**src/rtl/comb_sort_seq_if.sv**
```systemverilog
// Valid/ready bundle for comb_sort_seq: N operand lanes in, M = N/2 sorted sums out.
// A beat moves on a rising edge where valid and ready are both high; a producer
// holds its valid and payload until that edge, and ready never depends on valid.
interface comb_sort_seq_if #(
    parameter int W = 4,
    parameter int N = 4
);
    localparam int M = N / 2;

    logic                 in_valid;
    logic                 in_ready;
    logic [N*W-1:0]       in_a;
    logic [N*W-1:0]       in_b;
    logic [2*N-1:0]       in_op;
    logic                 in_desc;
    logic                 out_valid;
    logic                 out_ready;
    logic [M*(W+1)-1:0]   out_num;

    modport slave (
        input  in_valid, in_a, in_b, in_op, in_desc, out_ready,
        output in_ready, out_valid, out_num
    );

    modport master (
        output in_valid, in_a, in_b, in_op, in_desc, out_ready,
        input  in_ready, out_valid, out_num
    );
endinterface

```
**src/rtl/comb_sort_seq.sv**
```systemverilog
// Per-lane bitwise op, pairwise lane sums, then an odd-even transposition sort
// of the sums (one pass per cycle) presented on a valid/ready output.
module comb_sort_seq #(
    parameter int W = 4,
    parameter int N = 4
) (
    input  logic              clk,
    input  logic              rst_n,
    comb_sort_seq_if.slave    bus,
    output logic [1:0]        dbg_state_o
);
    localparam int M  = N / 2;
    localparam int SW = W + 1;
    localparam int CW = (M > 1) ? $clog2(M) : 1;

    typedef enum logic [1:0] {
        IDLE = 2'd0,
        SORT = 2'd1,
        DONE = 2'd2
    } state_e;

    state_e          state_q, state_d;
    logic [SW-1:0]   arr_q [M];
    logic [SW-1:0]   arr_d [M];
    logic [CW-1:0]   pass_q, pass_d;
    logic            desc_q, desc_d;

    logic [W-1:0]    lane_r [N];
    logic [SW-1:0]   sum    [M];

    always_comb begin
        for (int i = 0; i < N; i++) begin
            unique case (bus.in_op[2*i +: 2])
                2'b00:   lane_r[i] = bus.in_a[i*W +: W] & bus.in_b[i*W +: W];
                2'b01:   lane_r[i] = bus.in_a[i*W +: W] | bus.in_b[i*W +: W];
                2'b10:   lane_r[i] = bus.in_a[i*W +: W] ^ bus.in_b[i*W +: W];
                default: lane_r[i] = ~(bus.in_a[i*W +: W] ^ bus.in_b[i*W +: W]);
            endcase
        end
    end

    // W+1 bits hold the largest possible sum, so no carry is lost.
    always_comb begin
        for (int j = 0; j < M; j++) begin
            sum[j] = {1'b0, lane_r[2*j]} + {1'b0, lane_r[2*j+1]};
        end
    end

    always_comb begin
        state_d = state_q;
        pass_d  = pass_q;
        desc_d  = desc_q;
        for (int k = 0; k < M; k++) begin
            arr_d[k] = arr_q[k];
        end

        unique case (state_q)
            IDLE: begin
                if (bus.in_valid) begin
                    for (int j = 0; j < M; j++) begin
                        arr_d[j] = sum[j];
                    end
                    desc_d  = bus.in_desc;
                    pass_d  = '0;
                    state_d = SORT;
                end
            end
            SORT: begin
                // Pairs of one pass are disjoint, so each reads arr_q independently.
                for (int k = 0; k < M - 1; k++) begin
                    if ((k % 2) == int'(pass_q[0])) begin
                        if (desc_q ? (arr_q[k] < arr_q[k+1]) : (arr_q[k] > arr_q[k+1])) begin
                            arr_d[k]   = arr_q[k+1];
                            arr_d[k+1] = arr_q[k];
                        end
                    end
                end
                if (pass_q == CW'(M - 1)) begin
                    state_d = DONE;
                end else begin
                    pass_d = pass_q + CW'(1);
                end
            end
            DONE: begin
                if (bus.out_ready) begin
                    state_d = IDLE;
                end
            end
            default: state_d = IDLE;
        endcase
    end

    always_ff @(posedge clk or negedge rst_n) begin
        if (!rst_n) begin
            state_q <= IDLE;
            pass_q  <= '0;
            desc_q  <= 1'b0;
            for (int k = 0; k < M; k++) begin
                arr_q[k] <= '0;
            end
        end else begin
            state_q <= state_d;
            pass_q  <= pass_d;
            desc_q  <= desc_d;
            for (int k = 0; k < M; k++) begin
                arr_q[k] <= arr_d[k];
            end
        end
    end

    assign bus.in_ready  = (state_q == IDLE);
    assign bus.out_valid = (state_q == DONE);
    assign dbg_state_o   = state_q;

    always_comb begin
        bus.out_num = '0;
        for (int k = 0; k < M; k++) begin
            bus.out_num[k*SW +: SW] = arr_q[k];
        end
    end
endmodule

```
**src/flat_wrapper.sv**
```systemverilog
// flat-port wrapper written by rule: the top's interface ports become plain ports
module comb_sort_seq_flat 
#(
    parameter int W = 4,
    parameter int N = 4
)
  (clk, rst_n, dbg_state_o, bus_in_valid, bus_in_a, bus_in_b, bus_in_op, bus_in_desc, bus_out_ready, bus_in_ready, bus_out_valid, bus_out_num);
  comb_sort_seq_if #(.W(W), .N(N)) bus_i ();
  input  logic clk;
  input  logic rst_n;
  output logic [1:0] dbg_state_o;
  input wire logic [$bits(bus_i.in_valid)-1:0] bus_in_valid;
  input wire logic [$bits(bus_i.in_a)-1:0] bus_in_a;
  input wire logic [$bits(bus_i.in_b)-1:0] bus_in_b;
  input wire logic [$bits(bus_i.in_op)-1:0] bus_in_op;
  input wire logic [$bits(bus_i.in_desc)-1:0] bus_in_desc;
  input wire logic [$bits(bus_i.out_ready)-1:0] bus_out_ready;
  output wire logic [$bits(bus_i.in_ready)-1:0] bus_in_ready;
  output wire logic [$bits(bus_i.out_valid)-1:0] bus_out_valid;
  output wire logic [$bits(bus_i.out_num)-1:0] bus_out_num;
  assign bus_i.in_valid = bus_in_valid;
  assign bus_i.in_a = bus_in_a;
  assign bus_i.in_b = bus_in_b;
  assign bus_i.in_op = bus_in_op;
  assign bus_i.in_desc = bus_in_desc;
  assign bus_i.out_ready = bus_out_ready;
  assign bus_in_ready = bus_i.in_ready;
  assign bus_out_valid = bus_i.out_valid;
  assign bus_out_num = bus_i.out_num;
  comb_sort_seq #(.W(W), .N(N)) u_core (.clk(clk), .rst_n(rst_n), .bus(bus_i), .dbg_state_o(dbg_state_o));
endmodule
```
**config.mk**
```make
export PLATFORM = sky130hd
export DESIGN_NAME = comb_sort_seq_flat
export DESIGN_NICKNAME = d
export VERILOG_FILES = /design/src/rtl/comb_sort_seq_if.sv /design/src/rtl/comb_sort_seq.sv /design/src/flat_wrapper.sv
export SDC_FILE = /design/constraint.sdc
export NUM_CORES = 1
export LEC_CHECK = 0
export ABC_CLOCK_PERIOD_IN_PS = 6200
export BUFFER_PORTS_ARGS = -buffer_cell sky130_fd_sc_hd__buf_2
export CORE_MARGIN = 1.5
export CORE_UTILIZATION = 57
export CTS_CLUSTER_DIAMETER = 60
export DETAILED_ROUTE_END_ITERATION = 7
export GPL_TIMING_DRIVEN = 0
export HOLD_SLACK_MARGIN = 0.1
export PLACE_DENSITY = 0.93
export SYNTH_ARGS = -nofsm -noshare
export SYNTH_HDL_FRONTEND = slang
export SYNTH_SLANG_ARGS = --single-unit
```
**constraint.sdc**
```tcl
create_clock -name clk -period 6.2 [get_ports clk]
set_input_delay 0.93 -clock clk [delete_from_list [all_inputs] [get_ports clk]]
set_output_delay 0.93 -clock clk [all_outputs]
set_load 0.01 [all_outputs]
```
==> qor_table.md <==
| Parameter | This run | Unit |
|:---|:---|:---|
| P&R area growth vs syn | 17.4 | % |
| Crit-path max FO | 10 | - |
| Total via count after detailed routing | 1836 | - |
| Insertion delay to the later sink of the worst-skew pair | 280 | ps |
| Count of input and output buffers | 56 | - |
| Number of buffers inserted to repair setup after CTS | 0 | - |
| Vias per cell | 5.06 | - |
| Final sum of negative setup slack | 0 | ps |
| Hpwl dp | 3380 | um |
| Width of the die | 63.2 | um |
| Final ANT Viol Nets | 0 | - |
| Ranking of synthesized cells by area | ha_1 27%, dfrtp_1 17%, inv_1 8.5% | - |
| Largest net degree at the start of global routing | 15 | - |
| Number of CTS-inserted buffers | 3 | - |
| WL met3 | 176 | um |
| Gr ovfl total | 0 | - |
| Setup slack of the worst register-to-register path | 3930 | ps |
| Tcrit/Tclk final | 0.464 | - |
| Die Y-Extent | 63.2 | um |
| Amount of wire on met2 after detailed routing | 2080 | um |
| Sequential cell area fraction in the yosys report | 0.170 | - |
| Number of buffers on the longest clock path | 2 | - |
| CTS tree | built | - |
| Worst-case clock skew | 3.74 | ps |
| Metal1 wirelength | 1640 | um |
| Critical path data arrival time | 3040 | ps |
| Share of the synthesized area in the top cell type | 0.273 | - |
| Highest routed layer | met4 | - |
| Post-Synthesis Net Count | 350 | - |
| Highest cell delay on the worst timing path | 400 | ps |
| Worst setup path category | primary input to flop | - |
| Run status | finished clean | - |
| Launching element type of the critical path | primary input | - |
| PostCTS Resize Cnt | 0 | - |
| Number of DRC markers in iteration 0 | 97 | - |
| Worst-path cell chain | buf_2 -> clkbuf_1 -> xnor2_1 -> a21oi_1 -> ha_1 -> fa_1 -> a21o_1 -> a211oi_1 -> a21oi_1 -> mux2_4 | - |
| Hold Buf Count CTS | 0 | - |
| Number of global-route vias before repair | 1759 | - |
| Area of the multi-input gates | 1490 | um^2 |
| Leading cell type in the layout, fill and taps excluded | buf_2 | - |
| Final critical path time including I/O delays and setup | 2870 | ps |
| Endpoints failing hold | 0 | - |
| Area taken by flip-flops and latches | 350 | um^2 |
| Buffer type at the clock tree root | clkbuf_4 | - |
| Count of state elements after synthesis | 14 | - |
| Final setup violation count | 0 | - |
| Per-instance average area after synthesis | 8.01 | um^2 |
| Number of clock sinks | 14 | - |
| Share of layout cells above drive strength 1 | 0.221 | - |
| Number of buffer and inverter stages on the critical path | 2 | - |
| Area of the die | 3990 | um^2 |
| Kind of path behind the tightest hold check | primary input to asynchronous set/reset pin | - |
| Routed len/inst | 10.9 | um |
| Total core area | 3420 | um^2 |
| Leakage Power | 0.00140 | uW |
| IR drop worst, VDD | 128 | uV |
| Post-Synthesis Cell Area | 2070 | um^2 |
| Relative slew margins | 0.658 | - |
| Cell Count, Final, Fillers Out | 363 | - |
| I/O pins | 59 | - |
| WP data required | 6370 | ps |
| Std-Cell Rows | 21 | - |
| Slew at the pin with the worst max-slew slack | 513 | ps |
| Post-synth top area cell | ha_1 | - |
| Synthesized instance count | 258 | - |
| Count of synthesis-stage warnings from yosys | 0 | - |
| Number of H-tree levels | 1 | - |
| Endpoint of the worst-slack reg-to-reg timing path | u_core.bus.out_num[4] | - |
| Wire length of the first global-routing pass | 6890 | um |
| Effective utilization at floorplan | 0.605 | - |
| Clock Pin Slew Worst Setup and Hold Paths | 80 | ps |
| Detailed-route wire length | 3950 | um |
| Max-capacitance violation count | 0 | - |
| Routability cong. | 0.819 | - |
| Fillers | 291 | - |
| Library cells used by synthesis | 30 | - |
| Final number of max-transition violations | 0 | - |
| Summed area of non-filler cells in the final layout | 2430 | um^2 |
| Number of cells on the worst reg-to-reg path | 7 | - |
| RSZ-0062 raised after global routing | false | - |
| RR Startpoint | u_core.bus.out_num[2] | - |
| Pre-Repair DR Iteration Count | 5 | - |
| Placed Instances | 360 | - |
| Slowest stage cell on the critical path | fa_1 | - |
| Post-layout utilization of the core | 0.710 | - |
| Commonest cells after routing, fill and taps aside | 56 x buf_2, 47 x inv_1, 45 x ha_1, 29 x nand2_1, 27 x o21ai_0 | - |
| Crit path max-delay family | adder cells | - |
| Post-layout nets | 411 | - |
| Achievable clock frequency | 0.348 | GHz |
| DRC violations left | 0 | - |
| Crit-path most repeated cell | a21oi_1 | - |
| Post-DP Area | 2400 | um^2 |
| Number of antenna violations at the first check in global routing | 0 | - |
| Diodes inserted | 0 | - |
| CP Capture Type | flop | - |
| Global-route usage over all layers | 0.209 | - |
| Power density of the placed cells | 304 | nW/um^2 |
==> cell usage after synthesis (all sizes together) <==
| cell type | instances |
|---|---|
| xnor2 | 5 |
| dfrtp | 14 |
| mux2i | 10 |
| inv | 48 |
| mux2 | 7 |
| or4 | 1 |
| nand2 | 29 |
| o21a | 1 |
| nand3 | 1 |
| nor2 | 13 |
| a211oi | 2 |
| nand3b | 1 |
| clkbuf | 6 |
| a21oi | 12 |
| xor2 | 14 |
| o211ai | 1 |
| a21o | 3 |
| ha | 45 |
| nor2b | 3 |
| a22oi | 1 |
| fa | 2 |
| buf | 2 |
| nand2b | 3 |
| nand4 | 1 |
| nor3 | 1 |
| a22o | 1 |
| o21ai | 31 |
==> worst register-to-register path, stage by stage, from the launching register on <==
cell and delay [ps]:
dfrtp_1 430, ha_1 340, a21oi_1 200, nor2_1 70, or4_4 530, o211ai_2 80, buf_6 200, mux2_4 310
==> worst max-delay path by stage <==
stage	from	end	slack (ps)	depth (start not counted)
final	bus_in_op[2]	u_core.bus.out_num[4]	3330	10
after global routing	bus_in_op[2]	u_core.bus.out_num[4]	3190	10
after CTS	bus_in_op[2]	u_core.bus.out_num[4]	3300	10
after detailed placement	bus_in_op[2]	u_core.bus.out_num[4]	3000	10
after global placement	bus_in_op[0]	u_core.bus.out_num[4]	3090	10
after floorplan	bus_in_op[2]	u_core.bus.out_num[4]	3320	9
==> state kept, by name (all words and copies together), names as in the netlist <==
register            flops
u_core.bus.out_num     10
u_core.dbg_state_o      2
u_core.desc_q           1
u_core.pass_q           1
==> metal layers <==
layer	up-vias	GRT usage
met5	-	0
met4	0	0.0788
met3	6	0.0286
met2	55	0.396
met1	821	0.235
li1	954	-
==> layout make-up <==
type,count,area share
Multi-Input combinational cell,188,0.614
Sequential cell,14,0.144
Timing Repair Buffer,56,0.116
Inverter,48,0.0743
Tap cell,46,0.0237
Buffer,8,0.0186
Clock buffer,3,0.00928
==> power by group <==
group	internal, uW	switching [uW]
clock	22.6	28.3
combinational	242	256
sequential	140	48.3
total	404	333
==> stage by stage <==
step	power [uW]	hold WS, ps	setup WS [ps]
detailed placement	683	528	3000
global placement	653	504	3090
CTS	738	538	3300
finish	737	528	3330
global route	809	548	3190
floorplan	538	483	3320
==> cell families (layout without fill, tap and decap cells) <==
logic type / count (synthesis) / count (layout) / share of synthesized area
AO/OA/AOI/OAI: 52 / 52 / 0.140
XOR/XNOR: 19 / 19 / 0.0806
adder cells (fa/ha/maj): 47 / 47 / 0.292
buffers and inverters: 56 / 115 / 0.109
flip-flops: 14 / 14 / 0.170
multiplexers: 17 / 17 / 0.0975
AND/OR/NAND/NOR: 53 / 53 / 0.111
Note: power is estimated with default switching activity, not from simulation.
